$ cat config.mk
export PLATFORM = sky130hd
export DESIGN_NAME = four_way_clmul_seq
export DESIGN_NICKNAME = d
export VERILOG_FILES = /design/src/rtl/four_way_clmul_seq.sv
export SDC_FILE = /design/constraint.sdc
export NUM_CORES = 1
export LEC_CHECK = 0
export ABC_AREA = 1
export CAP_MARGIN = 15
export CORE_MARGIN = 2
export CORE_UTILIZATION = 55
export DETAILED_ROUTE_END_ITERATION = 6
export DONT_BUFFER_PORTS = 1
export PLACE_DENSITY_LB_ADDON = 0.12
export SLEW_MARGIN = 20
export SYNTH_ARGS = -nofsm -noshare
export SYNTH_HDL_FRONTEND = slang
export SYNTH_SLANG_ARGS = --single-unit
$ cat constraint.sdc
create_clock -name clk -period 6.6 [get_ports clk]
set_clock_uncertainty 0.05 [all_clocks]
set_input_delay 1.98 -clock clk [delete_from_list [all_inputs] [get_ports clk]]
set_output_delay 1.98 -clock clk [all_outputs]
set_load 0.02 [all_outputs]
$ cat src/rtl/four_way_clmul_seq.sv
// Sequential 4-way split carry-less multiplier: seven limb diagonals accumulated R bits per cycle, then recombined.
// Optional feature macro CLMUL_ACC_EN adds the acc port (c <= c ^ product when requested).
module four_way_clmul_seq #(
  parameter int A_W = 32,
  parameter int B_W = 41,
  parameter int R   = 1
) (
  input  logic                 clk,
  input  logic                 rst,
  input  logic                 start,
  input  logic [A_W-1:0]       a,
  input  logic [B_W-1:0]       b,
`ifdef CLMUL_ACC_EN
  input  logic                 acc,
`endif
  output logic                 busy,
  output logic                 done,
  output logic [A_W+B_W-1:0]   c
);

  localparam int MAX_W = (A_W > B_W) ? A_W : B_W;
  localparam int L     = (MAX_W + 3) / 4;
  localparam int C_W   = A_W + B_W;
  localparam int DW    = 2 * L - 1;
  localparam int PW    = 8 * L;
  localparam int CNT_W = $clog2(L + 1);

  if (L % R != 0) begin : g_bad_r
    $error("four_way_clmul_seq: R must divide the limb width L");
  end

  typedef enum logic [1:0] {IDLE, RUN, COMB} state_t;

  state_t             state_reg, state_next;
  logic [4*L-1:0]     a_reg, b_reg;
  logic [CNT_W-1:0]   cnt_reg;
  logic [C_W-1:0]     c_reg;
  logic               done_reg;
  logic               load;
  logic               last_step;
  logic [DW-1:0]      diag [7];
  logic [C_W-1:0]     prod;
`ifdef CLMUL_ACC_EN
  logic               acc_reg;
`endif

  assign load      = (state_reg == IDLE) && start;
  assign last_step = (cnt_reg + CNT_W'(R)) == CNT_W'(L);

  always_comb begin
    state_next = state_reg;
    busy       = 1'b0;
    case (state_reg)
      IDLE: begin
        if (start) state_next = RUN;
      end
      RUN: begin
        busy = 1'b1;
        if (last_step) state_next = COMB;
      end
      COMB: begin
        busy       = 1'b1;
        state_next = IDLE;
      end
      default: state_next = IDLE;
    endcase
  end

  always_ff @(posedge clk) begin
    if (rst) begin
      state_reg <= IDLE;
      a_reg     <= '0;
      b_reg     <= '0;
      cnt_reg   <= '0;
      c_reg     <= '0;
      done_reg  <= 1'b0;
`ifdef CLMUL_ACC_EN
      acc_reg   <= 1'b0;
`endif
    end else begin
      state_reg <= state_next;
      done_reg  <= (state_reg == COMB);
      if (load) begin
        a_reg   <= (4*L)'(a);
        b_reg   <= (4*L)'(b);
        cnt_reg <= '0;
`ifdef CLMUL_ACC_EN
        acc_reg <= acc;
`endif
      end
      if (state_reg == RUN) begin
        cnt_reg <= last_step ? '0 : cnt_reg + CNT_W'(R);
      end
      if (state_reg == COMB) begin
`ifdef CLMUL_ACC_EN
        c_reg <= acc_reg ? (c_reg ^ prod) : prod;
`else
        c_reg <= prod;
`endif
      end
    end
  end

  // One register per diagonal k; each step folds in bit positions cnt..cnt+R-1 of every a limb i with i+j=k.
  for (genvar gi = 0; gi < 7; gi++) begin : g_diag
    logic [DW-1:0] d_reg, d_next;

    always_comb begin
      d_next = d_reg;
      for (int i = 0; i < 4; i++) begin
        for (int j = 0; j < 4; j++) begin
          if (i + j == gi) begin
            for (int t = 0; t < R; t++) begin
              if (a_reg[i*L + int'(cnt_reg) + t])
                d_next = d_next ^ (DW'(b_reg[j*L +: L]) << (int'(cnt_reg) + t));
            end
          end
        end
      end
    end

    always_ff @(posedge clk) begin
      if (rst || load) begin
        d_reg <= '0;
      end else if (state_reg == RUN) begin
        d_reg <= d_next;
      end
    end

    assign diag[gi] = d_reg;
  end

  always_comb begin
    prod = '0;
    for (int k = 0; k < 7; k++) begin
      prod = prod ^ C_W'(PW'(diag[k]) << (k * L));
    end
  end

  assign done = done_reg;
  assign c    = c_reg;

endmodule

Yosys cells after proc, flatten, opt, wreduce, memory -nomap -nowiden
Index checks and enable logic that the tools add are counted.
Cells by class
  add/subtract/negate cells: 4
  magnitude comparators: 4
  equality and inequality tests: 5
  shift operators: 4
  mux-type cells: 32
  bitwise gates (word level): 22
  reduce and logical (&&, ||, !) cells: 8
Operators by type and width (number)
  21-bit XOR: 16
  21-bit two-way mux: 14
  65-bit by 73-bit XOR with 73-bit output: 1
  73-bit XOR: 1
  54-bit by 65-bit XOR with 65-bit output: 1
  11-bit by 4-bit << shifter with 21-bit output: 3
  43-bit by 54-bit XOR with 54-bit output: 1
  32-bit by 43-bit XOR with 43-bit output: 1
  21-bit by 32-bit XOR with 32-bit output: 1
  8-bit by 4-bit << shifter with 21-bit output: 1
  1-bit binary-select mux with 6-bit select: 3
  4-bit two-way mux: 3
  1-bit two-way mux: 8
  6-bit by 4-bit adder with 7-bit output, first input constant: 1
  4-bit by 7-bit less-than comparator with 1-bit output, second input constant: 1
  5-bit by 7-bit less-than comparator with 1-bit output, second input constant: 1
  6-bit by 7-bit less-than comparator with 1-bit output, second input constant: 1
  7-bit less-than comparator, second input constant: 1
  5-bit by 4-bit adder with 6-bit output, first input constant: 1
  2-bit AND reduction: 3
  4-bit by 4-bit adder with 5-bit output, first input constant: 1
  4-bit by 1-bit adder with 4-bit output, second input constant: 1
  1-bit binary-select mux with 4-bit select: 1
  4-bit equality test, second input constant: 1
  10 further kinds: 12
Storage, ports and cells
  register bits after elaboration: 300
  bits of input ports: 76
  output and inout port bits: 75
  word-level logic and storage cells: 92

Depth between registers and ports, before layout
  depth after elaboration: 9
  gate-level depth with buffers: 23
  mapped depth without buffers: 19

Worst setup path after synthesis
No wires, ideal clock.
  kind: in2reg
  start: input start
  end: register g_diag[5].d_reg[5]
  setup time: 0.058 ns
  arrival time: 3.117 ns
  data required time: 6.492 ns
  path slack: 3.376 ns
  stages on the path: 7
  buffers on the path: 1
  cells stage by stage: nand2_1 inv_1 nor2_1 inv_2 clkbuf_1 a31oi_1 o21a_1
Between the ends
  cells in the longest elaborated chain, start to end: 2
Ends and longest elaborated chain
  from (decl): line 10  | input logic start,
  1-bit logical AND: line 47  | assign load = (state_reg == IDLE) && start;
  1-bit logical OR: line 123  | if (rst || load) begin
  to (signal assigned): line 126  | d_reg <= d_next;
  to (decl): line 106  | logic [DW-1:0] d_reg, d_next;
No other way between the ends.
A chain may end at the register's enable or synchronous reset.

Worst setup path after layout
  start: register cnt_reg[0]
  end: register g_diag[3].d_reg[12]
Between the ends
  cells in the longest elaborated chain, start to end: 9
  elaborated cells on any way between the ends: 26
  classes of those cells: add/sub: 3; shift: 4; mux: 15; bitwise: 4
Ends and longest elaborated chain
  from (decl): line 36  | logic [CNT_W-1:0] cnt_reg;
  from (signal assigned): line 92  | cnt_reg <= last_step ? '0 : cnt_reg + CNT_W'(R);
  4-bit by 4-bit adder with 5-bit output, or another cell as far along: line 114  | if (a_reg[i*L + int'(cnt_reg) + t])
  1-bit binary-select mux with 6-bit select, or another cell as far along: line 114
  1-bit two-way mux (implied by the code) / 21-bit two-way mux (equally long branches): line 114
  1-bit two-way mux (implied by the code) / 21-bit XOR (equally long branches): line 114, 115
  21-bit two-way mux: line 114
  21-bit XOR: line 115  | d_next = d_next ^ (DW'(b_reg[j*L +: L]) << (int'(cnt_reg) + t));
  21-bit two-way mux: line 114
  21-bit XOR: line 115
  21-bit two-way mux *: line 114
  to (signal assigned): line 126
  to (decl): line 106
Every way passes the cells marked *; elsewhere a longest branch is shown, timed or not. The select of a mux whose other input is x is not followed.

==> results.json <==
{
  "grt_pass1_vias": 16718,
  "r2r_end": "g_diag[3].d_reg[12]",
  "powerDensity_nw_per_um2": 483,
  "clock.fmax_mhz": 246,
  "fin_crit_sh_pct": 61.6,
  "grt_pass1_wl_um": 90300,
  "synth.mux.area_fraction_pct": 0.0567,
  "cp_max_fo": 69,
  "synth_edf_count": 0,
  "fin_total_pwr_mw": 8.98,
  "post_cts_buffers": 0,
  "synth.most_common_cell": "nand2_1",
  "setup_viol": 0,
  "r2r-start": "cnt_reg[0]",
  "arrival_ns": 4.49,
  "reg2reg_slack_ns": 2.53,
  "r2r_cells": 16,
  "grt_overflow": 0,
  "drc_errors": 0,
  "p_leak_nw": 8.83,
  "min_to": "b_reg[0]",
  "globalplace.congestion": 0.984,
  "cts_tree": "yes",
  "nets": 2906,
  "yosys.area_share.simple_pct": 37.6,
  "routed_via_density": 5.75,
  "slew_violations": 0,
  "cts_resized": 0,
  "hold_viol": 0,
  "grt_start_max_net_pins": 99,
  "synthXorXnorAreaFrac_pct": 5.51,
  "maxCapViolations": 0,
  "synth_common_cells": "nand2_1, nor2_1, nand3_1, inv_1, dfxtp_1",
  "clkSlewWorstSetupHoldPaths_ns": 0.06,
  "hold_start": "b_reg[0]",
  "largest_register_ffs": 123,
  "outcome": "finished, final reports clean",
  "wl_um": 58000,
  "area.growth.synth_to_final_pct": 5.38,
  "io_buffers": 0,
  "synthCells": 2931,
  "antenna_found_initial": 1,
  "netlist_area_sq_um": 17600,
  "row_count": 65,
  "startpoint_type": "register",
  "ctsRootBufferMaster": "clkbuf_16",
  "min_period_ns": 4.07,
  "synth_top_area_share_pct": 31.3,
  "dieArea_sq_um": 33500,
  "ios": 151,
  "synth_compound_area_share_pct": 13.3,
  "hold_depth": 2,
  "htree_levels": 1,
  "n_antenna_cell": 0,
  "endpoint_kind": "register",
  "chipWidth_um": 183,
  "layout-drive-gt1-share_pct": 3.76,
  "relSlewSlack_pct": 20.1,
  "core_sq_um": 31600,
  "clkLatencyLatePin_ns": 0.58,
  "vias": 18644,
  "wire_per_inst_um": 17.9,
  "cts.sinks": 276,
  "hp-class": "reg2reg",
  "yosys_warnings": 0,
  "initial_core_util_pct": 55.9,
  "setup-tns-final_ns": 0,
  "ys.flop_type": "dfxtp_1",
  "yosys-top-cells-area": "dfxtp_1, nand2_1, nand3_1",
  "cts_hold_buf": 0,
  "synthAdderAreaFrac_pct": 0.780,
  "ys_seq_elements": 276,
  "ys_seq_area_share_pct": 31.3,
  "rsz0062_at_grt": "false",
  "cp_data_required_time_ns": 7.03,
  "max-vdd-ir-drop_mv": 0.286,
  "cts_buffers": 30,
  "hpwl_um": 41200,
  "yosys.area.top_type": "dfxtp_1",
  "dr.pass1.iters": 6,
  "synth_nets": 3018,
  "tightest_slew_ns": 1.19,
  "critPathKind": "reg2reg",
  "synth.distinct_cells": 40,
  "syn_avg_cell_area_sq_um": 6.02,
  "die_h_um": 183,
  "grt.total_usage_pct": 33.9,
  "cts_buffer_depth": 3,
  "drtAntennaViolNets": 0,
  "synth_top_family_by_area": "simple AND/OR/NAND/NOR gates",
  "synthArstFlopShare_pct": 0,
  "drt_iter0_markers": 1984
}
report_power, final:
part | switching, mW | internal (mW) | leakage [nW]
Combinational | 3.15 | 1.20 | 6.05
Clock | 0.741 | 1.10 | 0.524
Sequential | 0.643 | 2.15 | 2.26
Total | 4.53 | 4.45 | 8.83
worst max-delay path by stage:
stage                     slack (ns)  startpoint                  end
final                           2.53  cnt_reg[0]  g_diag[3].d_reg[12]
after global routing            2.19  cnt_reg[0]   g_diag[3].d_reg[9]
after CTS                       2.61  cnt_reg[0]   g_diag[4].d_reg[0]
after detailed placement        2.63  cnt_reg[0]   g_diag[4].d_reg[0]
after global placement          2.71  cnt_reg[0]   g_diag[4].d_reg[0]
after floorplan                 3.38       start   g_diag[5].d_reg[5]
placed cells by master (no fill, tap or decap), types with 5 or more instances in the layout:
cell / instances
xnor2_1: 9
nor2_1: 378
or2_2: 8
clkbuf_8: 6
nand2_1: 802
a21oi_1: 148
bufinv_16: 5
and2_1: 5
inv_1: 299
nand3_1: 336
clkbuf_16: 30
o21ai_1: 36
xor2_1: 102
inv_2: 5
dfxtp_1: 273
nor3b_1: 7
nand4_1: 31
nor3_1: 8
ha_1: 9
buf_4: 22
o21bai_1: 6
o21ai_0: 259
clkinv_2: 5
cell families (layout without fill, tap and decap cells):
logic type	Yosys count	count (layout)
buffers and inverters	474	385
DFF	276	276
AOI/OAI and AO/OA	461	461
and+or+nand+nor	1597	1597
muxes	1	1
xor gates and xnor gates	111	111
adders and majority gates	11	11
worst max-delay path, stage by stage (launching register included):
cell     delay, ns
dfxtp_2       0.63
inv_4         0.36
ha_1          0.62
inv_1         0.23
nand3_1       0.14
nand3_1       0.09
nand3_1       0.11
nand3_1       0.12
nand2_4       0.56
buf_4         0.42
nand2_1       0.11
nand3_1       0.11
nand2_1       0.07
nand2_1       0.06
nand3_1       0.06
nand2_1       0.09
inv_1         0.04
metrics by stage:
stage                     area [sq um]  instances  hold WS, ns  util (%)  setup slack (ns)
after floorplan                  17600       2931        0.389         -              3.38
after global placement           17500       3189        0.406      55.5              2.71
after detailed placement         17500       3189        0.412      55.5              2.63
after CTS                        18600       3244        0.422      58.9              2.61
after global routing             18600       3244        0.441      58.9              2.19
final                            18600       3244        0.422      58.9              2.53
cell type report:
class / instances / area [sq um]
multi-input combinational: 2181 / 10100
timing repair buffer: 23 / 185
inverter: 307 / 1160
clock buffer: 40 / 848
clock inverter: 15 / 228
sequential: 276 / 5530
fill: 3167 / 13000
tap: 402 / 503
per-layer routing:
layer	vias up	routed length, um	GRT usage [%]
met4	0	2830	16.2
met2	893	24300	51.0
met5	-	0	0
li1	9077	-	-
met3	149	5410	5.48
met1	8525	25500	47.3
Power figures use the tool's default switching activity.
